--- src/rtl/scrambler_pkg.sv ---
// scrambler_pkg: definitions shared by the 802.11 x^7+x^4+1 scrambler and descrambler.
package scrambler_pkg;

  localparam int LFSR_W           = 7;
  localparam int TAP_HI           = 6;
  localparam int TAP_LO           = 3;
  localparam int SYNC_BITS_DEF    = 7;
  localparam int SERVICE_BITS_DEF = 16;
  localparam int CNT_W            = 5;

  typedef enum logic [1:0] {
    ST_IDLE,
    ST_SYNC,
    ST_SERVICE,
    ST_RUN
  } desc_state_e;

  // Returns {next_state, fb}; the feedback bit is shifted in at s[0].
  function automatic logic [LFSR_W:0] lfsr_step(input logic [LFSR_W-1:0] s);
    logic fb;
    fb = s[TAP_HI] ^ s[TAP_LO];
    return {s[LFSR_W-2:0], fb, fb};
  endfunction

endpackage

--- src/rtl/descrambler_80211.sv ---
// descrambler_80211: 802.11 receive descrambler, recovers the seed from the zero SYNC bits of SERVICE.
// Define SERVICE_CHECK_EN to flag nonzero reserved SERVICE bits and an all-zero recovered seed.
module descrambler_80211
  import scrambler_pkg::*;
#(
  parameter int SYNC_BITS    = SYNC_BITS_DEF,
  parameter int SERVICE_BITS = SERVICE_BITS_DEF,
  parameter bit DROP_SERVICE = 1'b1
) (
  input  logic              clock,
  input  logic              reset,
  input  logic              enable,
  input  logic              start,
  input  logic              bit_in,
  output logic              bit_out,
  output logic              bit_valid,
  output logic [LFSR_W-1:0] state_out,
  output logic              locked,
  output logic              service_err
);

  localparam logic [CNT_W-1:0] SYNC_LAST    = CNT_W'(SYNC_BITS - 1);
  localparam logic [CNT_W-1:0] SERVICE_LAST = CNT_W'(SERVICE_BITS - 1);
  localparam logic [CNT_W-1:0] SERVICE_END  = CNT_W'(SERVICE_BITS);

  desc_state_e       fsm_q, fsm_d;
  logic [LFSR_W-1:0] s_q, s_d;
  logic [CNT_W-1:0]  count_q, count_d, count_inc;
  logic              bit_out_q, bit_out_d;
  logic              bit_valid_q, bit_valid_d;
  logic              locked_q, locked_d;
  logic [LFSR_W:0]   step;
  logic              desc_bit;
`ifdef SERVICE_CHECK_EN
  logic              err_q, err_d;
`endif

  always_comb begin
    step        = lfsr_step(s_q);
    desc_bit    = bit_in ^ step[0];
    count_inc   = (count_q == SERVICE_END) ? count_q : count_q + 1'b1;
    fsm_d       = fsm_q;
    s_d         = s_q;
    count_d     = count_q;
    bit_out_d   = bit_out_q;
    bit_valid_d = 1'b0;
    locked_d    = locked_q;
`ifdef SERVICE_CHECK_EN
    err_d       = err_q;
`endif

    // A frame start aborts whatever is in progress and takes the bit as SYNC bit 0.
    if (start) begin
      fsm_d    = ST_SYNC;
      locked_d = 1'b0;
      count_d  = '0;
`ifdef SERVICE_CHECK_EN
      err_d    = 1'b0;
`endif
      if (enable) begin
        s_d     = {s_q[LFSR_W-2:0], bit_in};
        count_d = CNT_W'(1);
      end
    end else if (enable) begin
      unique case (fsm_q)
        ST_IDLE: begin
        end
        ST_SYNC: begin
          s_d     = {s_q[LFSR_W-2:0], bit_in};
          count_d = count_inc;
          if (count_q == SYNC_LAST) begin
            fsm_d    = ST_SERVICE;
            locked_d = 1'b1;
`ifdef SERVICE_CHECK_EN
            if (s_d == '0) err_d = 1'b1;
`endif
          end
        end
        ST_SERVICE: begin
          bit_out_d   = desc_bit;
          bit_valid_d = !DROP_SERVICE;
          s_d         = step[LFSR_W:1];
          count_d     = count_inc;
          if (count_q == SERVICE_LAST) fsm_d = ST_RUN;
`ifdef SERVICE_CHECK_EN
          if (desc_bit) err_d = 1'b1;
`endif
        end
        ST_RUN: begin
          bit_out_d   = desc_bit;
          bit_valid_d = 1'b1;
          s_d         = step[LFSR_W:1];
        end
        default: begin
        end
      endcase
    end
  end

  always_ff @(posedge clock or posedge reset) begin
    if (reset) begin
      fsm_q       <= ST_IDLE;
      s_q         <= '0;
      count_q     <= '0;
      bit_out_q   <= 1'b0;
      bit_valid_q <= 1'b0;
      locked_q    <= 1'b0;
`ifdef SERVICE_CHECK_EN
      err_q       <= 1'b0;
`endif
    end else begin
      fsm_q       <= fsm_d;
      s_q         <= s_d;
      count_q     <= count_d;
      bit_out_q   <= bit_out_d;
      bit_valid_q <= bit_valid_d;
      locked_q    <= locked_d;
`ifdef SERVICE_CHECK_EN
      err_q       <= err_d;
`endif
    end
  end

  assign bit_out   = bit_out_q;
  assign bit_valid = bit_valid_q;
  assign state_out = s_q;
  assign locked    = locked_q;
`ifdef SERVICE_CHECK_EN
  assign service_err = err_q;
`else
  assign service_err = 1'b0;
`endif

endmodule

--- config.mk ---
export PLATFORM = sky130hd
export DESIGN_NAME = descrambler_80211
export DESIGN_NICKNAME = d
export VERILOG_FILES = /design/src/rtl/scrambler_pkg.sv /design/src/rtl/descrambler_80211.sv
export SDC_FILE = /design/constraint.sdc
export NUM_CORES = 1
export LEC_CHECK = 0
export ABC_AREA = 1
export CAP_MARGIN = 15
export CORE_ASPECT_RATIO = 0.8
export CORE_UTILIZATION = 28
export CTS_CLUSTER_DIAMETER = 150
export DETAILED_ROUTE_END_ITERATION = 10
export DONT_BUFFER_PORTS = 1
export SETUP_SLACK_MARGIN = 0.02
export SLEW_MARGIN = 20
export SYNTH_ARGS = -nofsm -noshare
export SYNTH_HDL_FRONTEND = slang
export SYNTH_SLANG_ARGS = --single-unit
--- constraint.sdc ---
create_clock -name clock -period 5.14 [get_ports clock]
set_clock_uncertainty 0.2 [all_clocks]
set_input_delay 1.285 -clock clock [delete_from_list [all_inputs] [get_ports clock]]
set_output_delay 1.285 -clock clock [all_outputs]
set_load 0.02 [all_outputs]
==> summary.md <==
| Metric | Value |
|---|---|
| Status | `complete, no violations` |
| Die width | `71.7 µm` |
| NumNets Final | `138` |
| Min-Delay Startpoint | `count_q[4]` |
| Initial Util | `0.305` |
| Min-Delay Endpoint | `count_q[4]` |
| DRT Pass-1 Iters | `4` |
| Distinct cells, synth | `27` |
| Crit Path Max Fanout | `3` |
| Largest family of logic cells by synthesized area | `simple AND/OR/NAND/NOR gates` |
| Post-synthesis async set-or-reset flop share | `1.00` |
| RSZ-0062 raised after global routing | `false` |
| Static Leak | `0.562 nW` |
| Die H | `57.7 µm` |
| TritonCTS clock tree | `done` |
| Max-slew violation count | `0` |
| Cell area after layout | `1120 µm²` |
| Placed Area | `1080 µm²` |
| Post_cts resized | `0` |
| Post-CTS Setup Inserts | `0` |
| Hold WC Path Type | `flip-flop to flip-flop` |
| Startpoint types | `flip-flop` |
| H-tree level count | `1` |
| Most common cell in the netlist | `nand2_1` |
| Layout area overhead | `3.22%` |
| Cell Rows | `19` |
| Cell taking the most area after synthesis | `dfrtp_1` |
| Total power | `0.000568 W` |
| Finish-stage setup viols | `0` |
| Worst slew margin | `0.563` |
| Worst vdd ir | `152 µV` |
| R2R Path End | `fsm_q[0]` |
| Synth Area in XOR/XNOR | `0.00806` |
| Detailed placement HPWL | `1430 µm` |
| Synth Area in Simple Gates | `0.314` |
| Crit share post-route | `0.434` |
| Worst Reg-to-Reg Cells | `8` |
| Fill cells | `365` |
| Mux share of post-synthesis cell area | `0` |
| Top cell type's share of synthesized area | `0.391` |
| Synth cell count leaders | `nand2_1, dfrtp_1, inv_1` |
| Post-DR vias/cell | `4.69` |
| Adder-cell share of the synthesized area | `0.0806` |
| Routability cong. | `0.784` |
| Hold depth | `2` |
| Top_reg_cell synth | `dfrtp_1` |
| Initial DRC count | `33` |
| CP Data Required Time | `3.65 ns` |
| DR vias | `784` |
| Syn Nets | `141` |
| Initial antenna violation count | `0` |
| Largest net degree at the start of global routing | `18` |
| Reg clk slew, reported paths | `0.07 ns` |
| All-Layer GR Usage | `0.101` |
| Reg-to-reg startpoint | `count_q[0]` |
| Fmax | `0.448 GHz` |
| Worst-Margin Slew | `0.654 ns` |
| Top Ports | `16` |
| Syn Area/Cell | `8.43 µm²` |
| WP data arrival | `0.75 ns` |
| Yosys warns | `0` |
| Port bufs | `0` |
| TritonCTS Buffers | `3` |
| Diodes inserted | `0` |
| Core area | `3570 µm²` |
| Number of global-route vias before repair | `708` |
| Fin crit period | `2.23 ns` |
| Clk sinks | `17` |
| First-pass GRT wire length | `3190 µm` |
| Placed cells | `163` |
| Mapped cell area | `1090 µm²` |
| Wirelength, routed | `1810 µm` |
| Clock Root Buffer | `clkbuf_8` |
| Share of layout cells above drive strength 1 | `0.176` |
| Maximum capacitance violations | `0` |
| Fin. Hold Viols | `0` |
| Clock Path Buffers | `2` |
| ANT nets after route | `0` |
| Fin Setup TNS | `0 ns` |
| Setup crit end kind | `output port` |
| Worst hold margin | `0.325 ns` |
| Post-synth EDFFs | `0` |
| Register area share after synthesis | `0.391` |
| WL/cell | `10.9 µm` |
| # hold bufs at CTS | `0` |
| Gr ovfl total | `0` |
| # DRC | `0` |
| Seq cells post-synth | `17` |
| Reg2reg setup slack | `3.36 ns` |
| CP Class | `flip-flop to output port` |
| Area of the die | `4140 µm²` |
| Cell area power density | `506 nW/µm²` |
| Non-Filler Instances | `167` |
| Largest cells by area after synthesis | `dfrtp_1, nand2_1, ha_1` |
| Compound-Gate Fraction of Synth Area | `0.0702` |
| Worst skew pair latency | `0.25 ns` |
| Cells after Synth | `129` |
worst max-delay path by stage:
stage	start	end	slack, ns	cells after the start
6_report	state_out[6]	state_out[6]	2.91	0
3_5_place_dp	start	state_out[1]	3.04	6
5_1_grt	state_out[6]	state_out[6]	2.87	0
4_1_cts	state_out[6]	state_out[6]	2.90	0
3_3_place_gp	start	state_out[1]	3.07	6
2_1_floorplan	start	state_out[1]	2.97	7
per-stage QoR:
| step | util | worst slack, ns |
|---|---|---|
| after global placement | 0.302 | 3.07 |
| after detailed placement | 0.302 | 3.04 |
| final | 0.315 | 2.91 |
| after floorplan | - | 2.97 |
| after CTS | 0.315 | 2.90 |
| after global routing | 0.315 | 2.87 |
state kept, by name, indices dropped and copies added, names as in the netlist:
register	count
bit_valid	1
count_q	5
locked	1
state_out	7
fsm_q	2
bit_out	1
tightest hold or removal path, delay by kind of cell (launching register included):
family	cells	cell delay, ns
DFF	1	0.37
and+or+nand+nor	1	0.06
AOI/OAI and AO/OA	1	0.06
per-layer routing:
metal  up-vias  track usage  wire [µm]
li1        391            -          -
met1       366        0.142        945
met2        22        0.135        712
met3         5       0.0330        105
met4         0       0.0588         49
met5         -            0          0
cell type report:
cell class	instances	area (µm²)	share of cell area
sequential	17	425	0.379
multi-input combinational	84	518	0.462
clock inverter	1	5.00	0.00446
tap	42	52.6	0.0468
inverter	20	80.1	0.0713
clock buffer	3	41.3	0.0368
power breakdown:
group	internal, W	switching (W)
sequential	0.000178	0.0000829
combinational	0.0000806	0.000125
clock	0.0000538	0.0000469
cell usage in the layout (no fill, tap or decap), types with 3 or more instances in the layout:
cell type / synthesis / layout
clkbuf_8: 0 / 3
nand3_1: 8 / 8
o21ai_1: 7 / 7
nor2_1: 5 / 5
ha_1: 7 / 7
dfrtp_1: 17 / 17
inv_1: 16 / 16
o21ai_2: 3 / 3
nand2_4: 3 / 3
nand2_1: 34 / 34
cells by family (layout without fill, tap and decap cells):
group	after synthesis	after routing
adder cells (fa/ha/maj)	7	7
AO/OA/AOI/OAI	13	13
AND/OR/NAND/NOR	62	62
flip-flops	17	17
buffers and inverters	28	24
XOR/XNOR	1	1
other	1	1
(Power assumes the default switching activity.)
